<file path="config.mk">
export PLATFORM = sky130hd
export DESIGN_NAME = sd_text_word_scanner
export DESIGN_NICKNAME = d
export VERILOG_FILES = /design/src/rtl/sd_text_pkg.sv /design/src/rtl/sd_tag_matcher.sv /design/src/rtl/sd_text_word_scanner.sv
export SDC_FILE = /design/constraint.sdc
export NUM_CORES = 1
export LEC_CHECK = 0
export ABC_AREA = 1
export ABC_CLOCK_PERIOD_IN_PS = 3500
export CAP_MARGIN = 20
export CORE_AREA = 2 2 115 145
export CTS_CLUSTER_SIZE = 16
export DETAILED_ROUTE_END_ITERATION = 7
export DIE_AREA = 0 0 117 147
export HOLD_SLACK_MARGIN = 0.02
export PLACE_DENSITY = 0.79
export SYNTH_ARGS = -nofsm -noshare
export SYNTH_HDL_FRONTEND = slang
export SYNTH_SLANG_ARGS = --single-unit
</file>
<file path="constraint.sdc">
create_clock -name clk -period 3.5 [get_ports clk]
set_input_delay 0.525 -clock clk [delete_from_list [all_inputs] [get_ports clk]]
set_output_delay 0.525 -clock clk [all_outputs]
set_load 0.005 [all_outputs]
</file>
<file path="src/rtl/sd_text_pkg.sv">
// Shared types and helpers for the SD text word scanner.
package sd_text_pkg;

    typedef enum logic [1:0] {
        ST_IDLE,
        ST_SEARCH,
        ST_COUNT,
        ST_DONE
    } state_e;

    localparam logic [7:0] CHAR_LF = 8'h0A;

    function automatic logic is_word_char(
        input logic [7:0] c,
        input logic       alnum
    );
        return (c >= 8'h41 && c <= 8'h5A) ||
               (c >= 8'h61 && c <= 8'h7A) ||
               (c == 8'h5F) ||
               (alnum && c >= 8'h30 && c <= 8'h39);
    endfunction

    function automatic logic [31:0] sat_inc(
        input logic [31:0] v,
        input logic [31:0] max
    );
        return (v >= max) ? max : v + 32'd1;
    endfunction

endpackage

</file>
<file path="src/rtl/sd_tag_matcher.sv">
// Streaming tag matcher; pulses match_o on the byte completing the tag.
module sd_tag_matcher
#(
    parameter int                   TAG_LEN = 9,
    parameter logic [TAG_LEN*8-1:0] TAG     = '0
) (
    input  logic       clk,
    input  logic       reset_n,
    input  logic       clr,
    input  logic       en,
    input  logic [7:0] byte_i,
    output logic       match_o
);

    localparam int IW = $clog2(TAG_LEN);
    localparam logic [IW-1:0] LAST = IW'(TAG_LEN - 1);
    localparam logic [7:0] FIRST = TAG[TAG_LEN*8-1 -: 8];

    logic [IW-1:0] idx_q;
    logic [IW-1:0] idx_d;
    logic [7:0]    cur;
    logic          hit;

    assign cur     = TAG[(TAG_LEN - 1 - int'(idx_q))*8 +: 8];
    assign hit     = (byte_i == cur);
    assign match_o = en && hit && (idx_q == LAST);

    // A failed byte may itself be the start of a new tag.
    always_comb begin
        idx_d = idx_q;
        if (clr) begin
            idx_d = '0;
        end else if (en) begin
            if (match_o)               idx_d = '0;
            else if (hit)              idx_d = idx_q + 1'b1;
            else if (byte_i == FIRST)  idx_d = IW'(1);
            else                       idx_d = '0;
        end
    end

    always_ff @(posedge clk) begin
        if (!reset_n) idx_q <= '0;
        else          idx_q <= idx_d;
    end

endmodule

</file>
<file path="src/rtl/sd_text_word_scanner.sv">
// Scans tag-delimited text on the SD data path, counting words of a
// selected length and keeping a saturating word-length histogram.
module sd_text_word_scanner
    import sd_text_pkg::*;
#(
    parameter int                   TAG_LEN   = 9,
    parameter logic [TAG_LEN*8-1:0] BEGIN_TAG = {"DLAB_TAG", CHAR_LF},
    parameter logic [TAG_LEN*8-1:0] END_TAG   = {"DLAB_END", CHAR_LF},
    parameter int                   LEN_W     = 8,
    parameter int                   CNT_W     = 16,
    parameter int                   NUM_BINS  = 4,
    parameter bit                   ALNUM     = 1'b0
) (
    input  logic                      clk,
    input  logic                      reset_n,
    input  logic                      start,
    input  logic                      abort,
    input  logic [LEN_W-1:0]          target_len,
    input  logic                      in_valid,
    input  logic [7:0]                in_data,
    output logic                      in_ready,
    output logic                      busy,
    output logic                      in_text,
    output logic                      done,
    output logic [CNT_W-1:0]          word_count,
    output logic [NUM_BINS*CNT_W-1:0] hist_flat,
    output logic [31:0]               byte_count
);

    localparam int BW = $clog2(NUM_BINS);
    localparam logic [31:0] LEN_MAX = 32'({LEN_W{1'b1}});
    localparam logic [31:0] CNT_MAX = 32'({CNT_W{1'b1}});

    state_e           state_q;
    logic [LEN_W-1:0] target_q;
    logic [LEN_W-1:0] wlen_q;
    logic [CNT_W-1:0] wc_q;
    logic [CNT_W-1:0] hist_q [NUM_BINS];
    logic [31:0]      bc_q;

    logic             accept;
    logic             clr;
    logic             beg_match;
    logic             end_match;
    logic             word_ch;
    logic             hit_d;
    logic [LEN_W-1:0] wlen_d;
    logic [CNT_W-1:0] wc_d;
    logic [31:0]      bc_d;
    logic [BW-1:0]    bin_d;
    logic [CNT_W-1:0] bin_inc_d;

    assign busy     = (state_q == ST_SEARCH) || (state_q == ST_COUNT);
    assign in_ready = busy;
    assign in_text  = (state_q == ST_COUNT);
    assign done     = (state_q == ST_DONE);

    // abort outranks a byte offered in the same cycle
    assign accept = in_valid && busy && !abort;
    assign clr    = start && !busy;

    sd_tag_matcher #(
        .TAG_LEN (TAG_LEN),
        .TAG     (BEGIN_TAG)
    ) u_begin (
        .clk     (clk),
        .reset_n (reset_n),
        .clr     (clr),
        .en      (accept && state_q == ST_SEARCH),
        .byte_i  (in_data),
        .match_o (beg_match)
    );

    sd_tag_matcher #(
        .TAG_LEN (TAG_LEN),
        .TAG     (END_TAG)
    ) u_end (
        .clk     (clk),
        .reset_n (reset_n),
        .clr     (clr),
        .en      (accept && state_q == ST_COUNT),
        .byte_i  (in_data),
        .match_o (end_match)
    );

    always_comb begin
        word_ch   = is_word_char(in_data, ALNUM);
        wlen_d    = LEN_W'(sat_inc(32'(wlen_q), LEN_MAX));
        wc_d      = CNT_W'(sat_inc(32'(wc_q), CNT_MAX));
        bc_d      = sat_inc(bc_q, 32'hFFFF_FFFF);
        hit_d     = (wlen_q == target_q) && (target_q != '0);
        bin_d     = (int'(wlen_q) >= NUM_BINS) ? BW'(NUM_BINS - 1)
                                               : BW'(int'(wlen_q) - 1);
        bin_inc_d = CNT_W'(sat_inc(32'(hist_q[bin_d]), CNT_MAX));
    end

    always_ff @(posedge clk) begin
        if (!reset_n) begin
            state_q  <= ST_IDLE;
            target_q <= '0;
            wlen_q   <= '0;
            wc_q     <= '0;
            bc_q     <= '0;
            for (int k = 0; k < NUM_BINS; k++) hist_q[k] <= '0;
        end else if (abort && busy) begin
            state_q <= ST_IDLE;
        end else if (clr) begin
            state_q  <= ST_SEARCH;
            target_q <= target_len;
            wlen_q   <= '0;
            wc_q     <= '0;
            bc_q     <= '0;
            for (int k = 0; k < NUM_BINS; k++) hist_q[k] <= '0;
        end else if (accept) begin
            bc_q <= bc_d;
            if (state_q == ST_SEARCH) begin
                if (beg_match) state_q <= ST_COUNT;
            end else if (end_match) begin
                state_q <= ST_DONE;
                wlen_q  <= '0;
            end else if (word_ch) begin
                wlen_q <= wlen_d;
            end else if (wlen_q != '0) begin
                if (hit_d) wc_q <= wc_d;
                hist_q[bin_d] <= bin_inc_d;
                wlen_q        <= '0;
            end
        end
    end

    assign word_count = wc_q;
    assign byte_count = bc_q;

    for (genvar k = 0; k < NUM_BINS; k++) begin : g_hist
        assign hist_flat[k*CNT_W +: CNT_W] = hist_q[k];
    end

endmodule

</file>
==> flow_metrics.py, run 1 <==
metrics = {
    "detailed_routing": {
        "ant_nets": 0,
        "drt_iter0_markers": 726,
        "via_count": 9020,
        "vias_per_cell": 5.51,
        "wl_per_cell_um": 15.8,
        "drc": 0,
        "routed_wirelength_um": 25900,
        "firstDrtPassIters": 5,
    },
    "pwr": {
        "combPwrFrac_pct": 37.7,
        "internal_power_mw": 4.18,
        "total_power_mw": 6.69,
        "p_switching_mw": 2.51,
        "seqPwrFrac_pct": 34.0,
        "pwr-share-clk_pct": 28.3,
        "p_leak_nw": 4.57,
        "switching_share_pct": 37.5,
        "ir_drop_uv": 370,
        "power_density_nw_per_um2": 612,
    },
    "cells_and_area": {
        "drive_gt1_share_pct": 7.24,
        "areaGrowthSynthToFinish_pct": 27.7,
        "n_fill_cell": 1398,
        "antenna_cells": 0,
        "fin_nets": 1443,
    },
    "clock_network": {
        "clock-sinks": 138,
        "cts_made_buffers": 17,
        "root_buffer": "clkbuf_16",
        "cts_tree": "built",
        "clk-insertion-delay-late_ns": 0.42,
        "clkSlewWorstSetupHoldPaths_ns": 0.06,
        "h-tree-depth": 4,
        "cts_buffer_depth": 2,
    },
    "worst_setup_path": {
        "slowest_delay_ns": 0.41,
        "path_max_fanout": 14,
        "crit_arrival_ns": 3.43,
        "cp-start-kind": "register",
        "crit_chain": "inv_1 > nand3_1 > nor3_4 > nand2_4 > nor2_4 > buf_4 > nand2_1 > nand3_1 > nand2_1 > inv_1 > nand2_1 > nor2_1 > nand2_1 > nand2_1 > nand2_1 > nor2_2 > nor2_1",
        "crit_path_start": "wlen_q[4]$_SDFFE_PN0P_",
        "crit_type": "register to register",
        "cp_common_cell": "nand2_1",
        "critPathSlowestCell": "nor3_4",
        "cp.required_ns": 3.67,
        "worstReg2RegStart": "wlen_q[4]$_SDFFE_PN0P_",
        "cp-end-kind": "register",
    },
    "place": {
        "port_buffers": 136,
        "dp_hpwl_um": 18700,
        "gp_congestion": 0.979,
    },
    "floorplan": {
        "fp.dieW_um": 117,
        "rows": 52,
        "core_um2": 15900,
        "die_y_um": 147,
        "die_area_um2": 17200,
        "top_level_ports": 137,
        "start_util_pct": 53.6,
    },
    "global_route": {
        "overflow": 0,
        "first_global_vias": 8453,
        "grt_max_degree": 37,
        "grt_pass1_wl_um": 41300,
        "antenna_found_initial": 0,
        "grt_use_total_pct": 30.4,
    },
    "timing": {
        "finClkSkew_ns": 0.00741,
        "maxSlewHeadroom_pct": 56.4,
        "fmaxAchievable_mhz": 307,
        "worstMarginPinSlew_ns": 0.652,
        "rsz0062_at_grt": "no",
        "hold_violations": 0,
        "setup_viol": 0,
        "setup_tns_ns": 0,
        "period_minus_slack_ns": 3.26,
        "finalCritPeriodShare_pct": 93.2,
        "finalMaxSlewViolations": 0,
    },
    "synth": {
        "synth_common_cells": "nand2_1, nor2_1, inv_1",
        "syn_inst": 1255,
        "ys.flop_type": "dfxtp_1",
        "synthesis.nets": 1289,
        "synth_area_um2": 8550,
        "synth_warnings": 0,
        "synth_cell_types": 46,
        "syn_avg_cell_area_um2": 6.81,
        "yosysSeqAreaShare_pct": 39.8,
        "ys_ff_latch": 138,
        "synth_edf_count": 64,
        "netlist.area_leader.share_pct": 22.5,
        "postSynth.asyncResetShare_pct": 0,
        "yosys.area.top_type": "edfxtp_1",
        "synth_area_leaders": "edfxtp_1, dfxtp_1, nand2_1",
        "yosysMostFrequentCell": "nand2_1",
    },
    "job": {
        "drv_cap": 0,
    },
    "worst_hold_path": {
        "hp-start": "byte_count[1]$_SDFFE_PN0P_",
        "hold_class": "register to register",
    },
    "status": {
        "status": "completed",
    },
}
==> cell type report <==
type                       instances  area [µm²]  area share, %
multi-input combinational        946        4490           41.1
sequential                       138        3400           31.2
clock buffer                      21         494           4.53
timing repair buffer             170        1630           14.9
tap                              216         270           2.47
inverter                         136         510           4.67
clock inverter                    11         129           1.18
==> worst max-delay path: cells and delay by family (launching register included) <==
family | cells | cell delay, ns
and+or+nand+nor | 14 | 2.17
buffers and inverters | 3 | 0.45
DFF | 1 | 0.34
==> repair_timing <==
item                                    in CTS  in global routing
hold endpoints to repair                     0                  0
hold buffers                                 0                  0
resized for setup                            0                  4
setup buffers                                0                  0
endpoints found under the setup margin       0                 64
==> stage by stage <==
stage | worst slack [ns] | hold slack [ns] | utilization [%] | area, µm² | std cells
6_report | 0.238 | 0.487 | 68.5 | 10900 | 1638
5_1_grt | 0.0186 | 0.516 | 68.5 | 10900 | 1638
4_1_cts | 0.241 | 0.494 | 68.5 | 10900 | 1638
3_5_place_dp | 0.179 | 0.483 | 64.5 | 10300 | 1606
3_3_place_gp | 0.227 | 0.478 | 64.5 | 10300 | 1606
2_1_floorplan | 0.357 | 0.457 | - | 8550 | 1255
==> cell usage in the layout, fill, tap and decap left out, types with 22 or more instances in the layout <==
cell type and count:
nand2_1 319, nor2_1 220, clkdlybuf4s50_1 136, inv_1 130
nand3_1 121, dfxtp_1 74, o21ai_0 66, edfxtp_1 64
a21oi_1 56, buf_4 33, xor2_1 29, nor3_1 25
nand4_1 22
==> flip-flops by register name, indices dropped and copies added, names as in the netlist <==
signal and flops:
byte_count 32, hist_q 64, state_q 2, target_q 8, u_begin.idx_q 4, u_end.idx_q 4
wlen_q 8, word_count 16
==> metal layers <==
| layer | GRT usage [%] | routed length, µm | part of all wire [%] | vias up |
|---|---|---|---|---|
| met5 | 0 | 0 | 0 | - |
| met4 | 11.7 | 835 | 3.2 | 0 |
| met3 | 5.98 | 1930 | 7.5 | 74 |
| met2 | 52.1 | 12800 | 50 | 415 |
| met1 | 37.3 | 10300 | 40 | 4112 |
| li1 | - | - | - | 4419 |
==> worst paths after layout <==
check	to	slack (ns)	cells past startpoint
max	hist_q[0][13]$_SDFFCE_PN0P_	0.24	17
min reg2reg	byte_count[1]$_SDFFE_PN0P_	0.49	2
max reg2reg	hist_q[0][13]$_SDFFCE_PN0P_	0.24	17
min	byte_count[1]$_SDFFE_PN0P_	0.49	2
==> cell families (layout without fill, tap and decap cells) <==
group                      count (synthesis)  after routing  share of synthesized area, %
and+or+nand+nor                          746            746                          37.0
adders and majority gates                 13             13                          1.90
DFF                                      138            138                          39.8
AOI/OAI and AO/OA                        153            153                          9.95
buffers and inverters                    171            338                          7.87
xor gates and xnor gates                  34             34                          3.48
==> power by group through the flow <==
| stage | clock network (mW) | logic [mW] | registers [mW] |
|---|---|---|---|
| after CTS | 1.89 | 2.49 | 2.27 |
| after floorplan | 0 | 1.40 | 2.25 |
| after global placement | 0 | 2.43 | 2.29 |
| final | 1.89 | 2.52 | 2.27 |
| after global routing | 1.97 | 2.77 | 2.30 |
| after detailed placement | 0 | 2.47 | 2.30 |
Note: power is estimated with default switching activity, not from simulation.
==> run 2: changes to the inputs <==
==> constraint.sdc (replaced) <==
create_clock -name clk -period 3.5 [get_ports clk]
set_input_delay 0.525 -clock clk [delete_from_list [all_inputs] [get_ports clk]]
set_output_delay 0.525 -clock clk [all_outputs]
set_load 0.01 [all_outputs]
==> results of run 2 <==
Same layout as run 1 (identical final DEF). Status: completed.
Main changes from that run: total power 6.69 mW -> 6.78 mW; worst IR drop on VDD 370 µV -> 375 µV
